<file path="src/rtl/muldiv_seq_pkg.sv">
// Shared types and constants for the SPC700 MUL/DIV sequencer: states, op encoding,
// datapath sub-op codes and the saturating helper used by the optional statistics.
package spc700;

  typedef enum logic [2:0] {
    ST_IDLE,
    ST_LOAD,
    ST_STEP,
    ST_READ,
    ST_FIN
  } state_e;

  typedef enum logic {
    OP_MUL = 1'b0,
    OP_DIV = 1'b1
  } op_e;

  localparam logic [3:0] SECOP_LOAD = 4'b0000;
  localparam logic [3:0] SECOP_MUL  = 4'b1110;
  localparam logic [3:0] SECOP_DIV  = 4'b1111;

  // Counter value seen on the last STEP edge (8 MUL steps, 9 DIV steps).
  localparam logic [3:0] MUL_LAST = 4'd7;
  localparam logic [3:0] DIV_LAST = 4'd8;

  typedef struct packed {
    logic n;
    logic z;
    logic v;
    logic h;
  } flags_t;

  function automatic logic [15:0] sat_inc16(input logic [15:0] v);
    return (v == 16'hFFFF) ? v : v + 16'd1;
  endfunction

endpackage

</file>
<file path="src/rtl/muldiv_seq.sv">
// SPC700 MUL YA / DIV YA,X sequencer: steps an external datapath and latches result/flags.
// Optional SPC_MULDIV_STAT_EN adds saturating MUL_CNT/DIV_CNT completion counters.
module muldiv_seq
  import spc700::*;
(
  input  logic        CLK,
  input  logic        RST,
  input  logic        EN,
  input  logic        START,
  input  logic        OP,
  input  logic [7:0]  A,
  input  logic [7:0]  X,
  input  logic [7:0]  Y,
  output logic        MD_EN,
  output logic [3:0]  MD_SECOP,
  input  logic [15:0] MD_RES,
  input  logic        MD_ZO,
  input  logic        MD_VO,
  input  logic        MD_HO,
  output logic        BUSY,
  output logic        DONE,
  output logic [7:0]  RES_A,
  output logic [7:0]  RES_Y,
  output logic        FLAG_N,
  output logic        FLAG_Z,
  output logic        FLAG_V,
  output logic        FLAG_H,
  output logic        FLAG_VH_WE
`ifdef SPC_MULDIV_STAT_EN
  ,
  output logic [15:0] MUL_CNT,
  output logic [15:0] DIV_CNT
`endif
);

  state_e      state_q, state_d;
  op_e         op_q, op_d;
  logic [3:0]  cnt_q, cnt_d;
  logic [15:0] res_q, res_d;
  flags_t      flg_q, flg_d;

  always_comb begin
    state_d  = state_q;
    op_d     = op_q;
    cnt_d    = cnt_q;
    res_d    = res_q;
    flg_d    = flg_q;
    MD_EN    = 1'b0;
    MD_SECOP = SECOP_LOAD;
    unique case (state_q)
      ST_IDLE: if (EN && START) begin
        state_d = ST_LOAD;
        op_d    = op_e'(OP);
      end
      ST_LOAD: begin
        MD_EN = EN;
        if (EN) begin
          cnt_d   = 4'd0;
          state_d = ST_STEP;
          if (op_q == OP_DIV) flg_d.h = MD_HO;
        end
      end
      ST_STEP: begin
        MD_EN    = EN;
        MD_SECOP = (op_q == OP_DIV) ? SECOP_DIV : SECOP_MUL;
        if (EN) begin
          cnt_d = cnt_q + 4'd1;
          if (op_q == OP_MUL && cnt_q == MUL_LAST) begin
            res_d   = MD_RES;
            flg_d.z = MD_ZO;
            flg_d.n = MD_RES[15];
            state_d = ST_FIN;
          end else if (op_q == OP_DIV && cnt_q == DIV_LAST) begin
            state_d = ST_READ;
          end
        end
      end
      // Datapath holds the quotient/remainder after the last step; read without stepping.
      ST_READ: begin
        MD_SECOP = SECOP_DIV;
        if (EN) begin
          res_d   = MD_RES;
          flg_d.z = MD_ZO;
          flg_d.v = MD_VO;
          flg_d.n = MD_RES[7];
          state_d = ST_FIN;
        end
      end
      ST_FIN: if (EN) state_d = ST_IDLE;
      default: state_d = ST_IDLE;
    endcase
  end

  always_ff @(posedge CLK) begin
    if (RST) begin
      state_q <= ST_IDLE;
      op_q    <= OP_MUL;
      cnt_q   <= 4'd0;
      res_q   <= 16'd0;
      flg_q   <= '0;
    end else begin
      state_q <= state_d;
      op_q    <= op_d;
      cnt_q   <= cnt_d;
      res_q   <= res_d;
      flg_q   <= flg_d;
    end
  end

  assign BUSY       = (state_q != ST_IDLE);
  assign DONE       = (state_q == ST_FIN);
  assign FLAG_VH_WE = DONE && (op_q == OP_DIV);
  assign RES_A      = res_q[7:0];
  assign RES_Y      = res_q[15:8];
  assign FLAG_N     = flg_q.n;
  assign FLAG_Z     = flg_q.z;
  assign FLAG_V     = flg_q.v;
  assign FLAG_H     = flg_q.h;

`ifdef SPC_MULDIV_STAT_EN
  logic [15:0] mul_cnt_q, mul_cnt_d, div_cnt_q, div_cnt_d;

  always_comb begin
    mul_cnt_d = mul_cnt_q;
    div_cnt_d = div_cnt_q;
    if (state_q == ST_FIN && EN) begin
      if (op_q == OP_DIV) div_cnt_d = sat_inc16(div_cnt_q);
      else                mul_cnt_d = sat_inc16(mul_cnt_q);
    end
  end

  always_ff @(posedge CLK) begin
    if (RST) begin
      mul_cnt_q <= 16'd0;
      div_cnt_q <= 16'd0;
    end else begin
      mul_cnt_q <= mul_cnt_d;
      div_cnt_q <= div_cnt_d;
    end
  end

  assign MUL_CNT = mul_cnt_q;
  assign DIV_CNT = div_cnt_q;
`else
  // Statistics counters are not built in this configuration.
`endif

  // The datapath reads A/X/Y directly, so the CPU must hold them for the whole operation.
  a_operands_stable: assert property (@(posedge CLK) disable iff (RST)
    (BUSY && $past(BUSY)) |-> $stable({A, X, Y}));

endmodule

</file>
<file path="config.mk">
export PLATFORM = sky130hd
export DESIGN_NAME = muldiv_seq
export DESIGN_NICKNAME = d
export VERILOG_FILES = /design/src/rtl/muldiv_seq_pkg.sv /design/src/rtl/muldiv_seq.sv
export SDC_FILE = /design/constraint.sdc
export NUM_CORES = 1
export LEC_CHECK = 0
export CORE_AREA = 3 3 62 64
export DETAILED_ROUTE_END_ITERATION = 7
export DIE_AREA = 0 0 65 67
export PLACE_DENSITY = 0.81
export SLEW_MARGIN = 10
export SYNTH_ARGS = -nofsm -noshare
export SYNTH_HDL_FRONTEND = slang
export SYNTH_SLANG_ARGS = --single-unit
</file>
<file path="constraint.sdc">
create_clock -name CLK -period 2.8 [get_ports CLK]
set_input_delay 0.7 -clock CLK [delete_from_list [all_inputs] [get_ports CLK]]
set_output_delay 0.7 -clock CLK [all_outputs]
set_load 0.05 [all_outputs]
</file>
# Word-level counts from Yosys, hierarchy flattened
# Cells that the tools add are included.
dict set report word_totals {
  regBits 28
  input_bits 48
  output_inout_bits 28
}
dict set report op_classes {
  add_sub_neg 1
  n_eq_ne 13
  mux 22
  bitwise_logic 1
  n_reduce_logical 15
}
# operator count
set ops {}
lappend ops {{$mux W16} 3}
lappend ops {{$pmux W16 S2} 1}
lappend ops {{$mux W3} 8}
lappend ops {{$pmux W4 S2} 2}
lappend ops {{$pmux W3 S5} 1}
lappend ops {{$ne A2 B2 Y1 const B} 6}
lappend ops {{$mux W4} 2}
lappend ops {{$eq A3 B2 Y1 const B} 2}
lappend ops {{$reduce_and A3 Y1} 2}
lappend ops {{$reduce_and A6 Y1} 1}
lappend ops {{$add A4 B1 Y4 const B} 1}
lappend ops {{$eq A4 B3 Y1 const B} 1}
lappend ops {{$eq A4 B4 Y1 const B} 1}
lappend ops {{$logic_and A1 B1 Y1} 4}
lappend ops {{$mux W2} 2}
lappend ops {{$pmux W2 S2} 1}
lappend ops {{$reduce_and A2 Y1} 2}
lappend ops {{$reduce_and A4 Y1} 1}
lappend ops {{$reduce_bool A2 Y1} 2}
lappend ops {{$eq A3 B1 Y1 const B} 1}
lappend ops {{$eq A3 B3 Y1 const B} 1}
lappend ops {{$logic_not A3 Y1} 1}
lappend ops {{$ne A3 B3 Y1 const B} 1}
lappend ops {{$reduce_bool A3 Y1} 1}
lappend ops {{3 further kinds} 4}

# Longest topological paths before layout
dict set report logic_depth {
  word_depth 6
  depth_mapped 7
  ltp_nobuf 6
}

# Worst setup path before layout
# OpenSTA, ideal clock, no wires.
dict set report synth_timing {
  path_kind {input port to output port}
  start {input port EN}
  end {output port MD_EN}
  t_arrival_ns 1.746
  t_required_ns 2.100
  path_slack_ns 0.354
  stages 4
  n_path_buf 2
  path_cell_list {buf_2 nand2b_1 clkbuf_1 nor2_1}
}
dict set report synth_via {
  elab_chain_len 1
}
# item line
set synth_lines {}
lappend synth_lines {{start: declaration} muldiv_seq.sv:8} ;# input logic EN,
lappend synth_lines {{$mux W1} muldiv_seq.sv:50} ;# unique case (state_q)
lappend synth_lines {{end: declaration} muldiv_seq.sv:14} ;# output logic MD_EN,
# Every way passes these cells.

# Worst setup path in the final report
dict set report layout_timing {
  start {register state_q[1]}
  end {output port BUSY}
}
dict set report layout_via {
  elab_chain_len 1
}
# item line
set layout_lines {}
lappend layout_lines {{start: declaration} muldiv_seq.sv:36} ;# state_e state_q, state_d;
lappend layout_lines {{start signal: assignment} muldiv_seq.sv:102} ;# state_q <= state_d;
lappend layout_lines {{$reduce_bool A3 Y1} muldiv_seq.sv:110} ;# assign BUSY = (state_q != ST_IDLE);
lappend layout_lines {{end: declaration} muldiv_seq.sv:20} ;# output logic BUSY,
# Every way passes these cells.

==> summary.md <==
| Metric | Value |
|---|---|
| Outcome | complete, no violations |
| Layout net count | 244 |
| Worst Setup Path Type | flip-flop to output pin |
| R2r startpoint | cnt_q[0]$_SDFFE_PP0P_ |
| Worst Skew | 0.00229 ns |
| Slew @ Worst Pin | 0.736 ns |
| Cell-internal power | 0.000554 W |
| Most common cell after layout, fill and taps aside | clkdlybuf4s50_1 |
| Hold Fails Final Rpt | 0 |
| Synth Flop Type | dfxtp_1 |
| Final count of negative-setup-slack endpoints | 0 |
| CTS tree | done |
| Max-slew violation count | 0 |
| Async set or reset register ratio after synthesis | 0% |
| CTS clock-pin slew for the worst setup and hold paths | 0.14 ns |
| First-pass GRT wire length | 4700 µm |
| Final min period | 2.58 ns |
| Setup ws final | 0.215 ns |
| Final TNS setup | 0 ns |
| Pin count of the biggest net entering global routing | 29 |
| GRT Util Overall | 13.7% |
| Reg area | 562 µm² |
| Seq cells post-synth | 28 |
| Critical Path End Type | output pin |
| Slowest CP cell | clkdlybuf4s50_1 |
| Drt initial violations | 47 |
| Critical Path, Cell by Cell | or3_1 -> clkdlybuf4s50_1 |
| Synthesized area per cell | 8.92 µm² |
| Non-filler cells, final | 239 |
| Hold_sp | res_q[15]$_SDFFE_PP0P_ |
| Maximum clock frequency | 0.387 GHz |
| Vias in the first global route | 1,082 |
| End of the worst register-to-register path | res_q[12]$_SDFFE_PP0P_ |
| Port bufs | 51 |
| Rel. slew slack | 50.8% |
| Combinational Power Share | 19.4% |
| CP peak stage delay | 0.72 ns |
| Drt total wl | 2890 µm |
| Die Y | 67 µm |
| Die area | 4360 µm² |
| Number of buffers created by CTS | 3 |
| PwrDens | 395 nW/µm² |
| Synth top area share | 43.0% |
| Remaining global-route overflow | 0 |
| Die Wd | 65 µm |
| Crit Path Max Fanout | 16 |
| Clock insertion delay at the later pin of the skew report | 0.32 ns |
| Sw frac | 26.4% |
| RSZ-0062 raised after global routing | false |
| Net Switching | 0.000198 W |
| Core area | 3340 µm² |
| Initial antenna violation count | 0 |
| Via count | 1,179 |
| # H-tree levels | 1 |
| Layout cells sized above 1 | 8.81% |
| FILL cells | 322 |
| Synthesis Warnings | 0 |
| Netlist Area Pre-Place | 1300 µm² |
| Final worst-path cycle share | 92.3% |
| Dpl ws | 0.378 ns |
| Clock Path Buffers | 2 |
| Worst Hold End | res_q[15]$_SDFFE_PP0P_ |
| Vias per cell | 4.93 |
| Area contributors post-synth | dfxtp_1, mux2i_1, nor2_1 |
| Worst Hold Depth | 2 |
| Dpl cells | 235 |
| Most frequent cells in the layout | clkdlybuf4s50_1, nor2_1, dfxtp_1 |
| First drt pass iteration count | 4 |
| Postcts setup bufs | 0 |
| WP data required | 2.10 ns |
| Initial Utilization | 39.0% |
| Reg power frac | 55.1% |
| Ant. Diodes | 0 |
| Synthesized net count | 196 |
| Clock sinks | 28 |
| HPWL Detailed | 2130 µm |
| Hold Path Class | flip-flop to flip-flop |
| GPL Wtd Cong | 0.812 |
| Hold WS | 0.510 ns |
| Synth cell types | 36 |
| Critical Path AT | 1.88 ns |
| Number of remaining DRC errors | 0 |
| Cell row count | 21 |
| Ports | 76 |
| Clk pwr share | 25.5% |
| Max IR drop VDD | 0.000285 V |
| Post-route ant nets | 0 |
| Maxcap violations | 0 |
| R2r setup slk | 0.77 ns |
| Area of the multi-input gates | 654 µm² |
| Area grow syn2layout | 46.1% |
| WL per Instance | 12.1 µm |
| Pleak | 0.858 nW |
| Post-synth EDFFs | 0 |
| Setup crit start kind | flip-flop |
| Synth Instances | 146 |
| Sequential share of the synthesized area | 43.0% |
| Reg2reg path depth | 6 |
| Root Buffer | clkbuf_4 |
| Crit path launch | state_q[1]$_SDFFE_PP0P_ |
| Cell taking the most area after synthesis | dfxtp_1 |
Yosys cell counts (all sizes together), types with 3 or more instances:
library cell / number
dfxtp: 28
nor2: 28
mux2i: 20
buf: 10
a21oi: 7
nand2: 6
o21ai: 6
clkbuf: 4
and2: 3
inv: 3
nand3: 3
nor3: 3
registers in the layout, indices dropped and copies added, names as in the netlist:
signal,cells
state_q,3
res_q,16
FLAG_H,1
cnt_q,4
op_q,1
FLAG_N,1
FLAG_V,1
FLAG_Z,1
power groups by stage:
stage          sequential, W  clock [W]  combinational [W]
6_report            0.000414   0.000192           0.000146
5_1_grt             0.000416   0.000213           0.000158
4_1_cts             0.000414   0.000203           0.000147
3_5_place_dp        0.000423          0           0.000147
3_3_place_gp        0.000422          0           0.000146
2_1_floorplan       0.000424          0          0.0000831
repair_timing:
item                                    4_1_cts  5_1_grt
endpoints found under the setup margin        1        2
gates resized for setup                       1        2
endpoints found under the hold margin         0        0
hold buffers                                  0        0
logic make-up (layout without fill, tap and decap cells):
kind of cell,after synthesis,in the layout,synth area share (%)
AND/OR/NAND/NOR,55,55,21.0
flip-flops,28,28,43.0
AO/OA/AOI/OAI,23,23,11.2
multiplexers,20,20,15.4
buffers and inverters,17,64,6.72
adder cells (fa/ha/maj),2,2,1.92
XOR/XNOR,1,1,0.673
area by class of cell:
cell class	instances	share of cell area (%)
clock buffers	4	1.91
inverters	3	0.592
multi-input cells	101	34.4
flip-flops and latches	28	29.5
well taps	46	3.02
repair buffers	57	30.6
critical path, delay by kind of cell, from the launching register on:
| family | cells | cell delay (ns) |
|---|---|---|
| AND/OR/NAND/NOR | 1 | 0.41 |
| buffers and inverters | 1 | 0.72 |
| flip-flops | 1 | 0.43 |
metrics by stage:
stage / cell area, µm² / power (W) / utilization, %
global route: 1900 / 0.000786 / 57.0
floorplan: 1300 / 0.000507 / -
global placement: 1860 / 0.000568 / 55.9
CTS: 1900 / 0.000764 / 56.9
detailed placement: 1860 / 0.000569 / 55.9
finish: 1900 / 0.000752 / 57.0
layer usage:
layer  global-route usage (%)  vias up  part of all wire, %
li1                         -      594                    -
met1                     15.9      553                   44
met2                     23.4       30                   49
met3                     3.71        2                  6.2
met4                     6.33        0                 0.73
met5                        0        -                    0
how the worst max path moves through the flow:
| stage | to |
|---|---|
| global route | BUSY |
| global placement | FLAG_VH_WE |
| floorplan | MD_EN |
| finish | BUSY |
| CTS | DONE |
| detailed placement | FLAG_VH_WE |
Note: power is estimated with default switching activity, not from simulation.
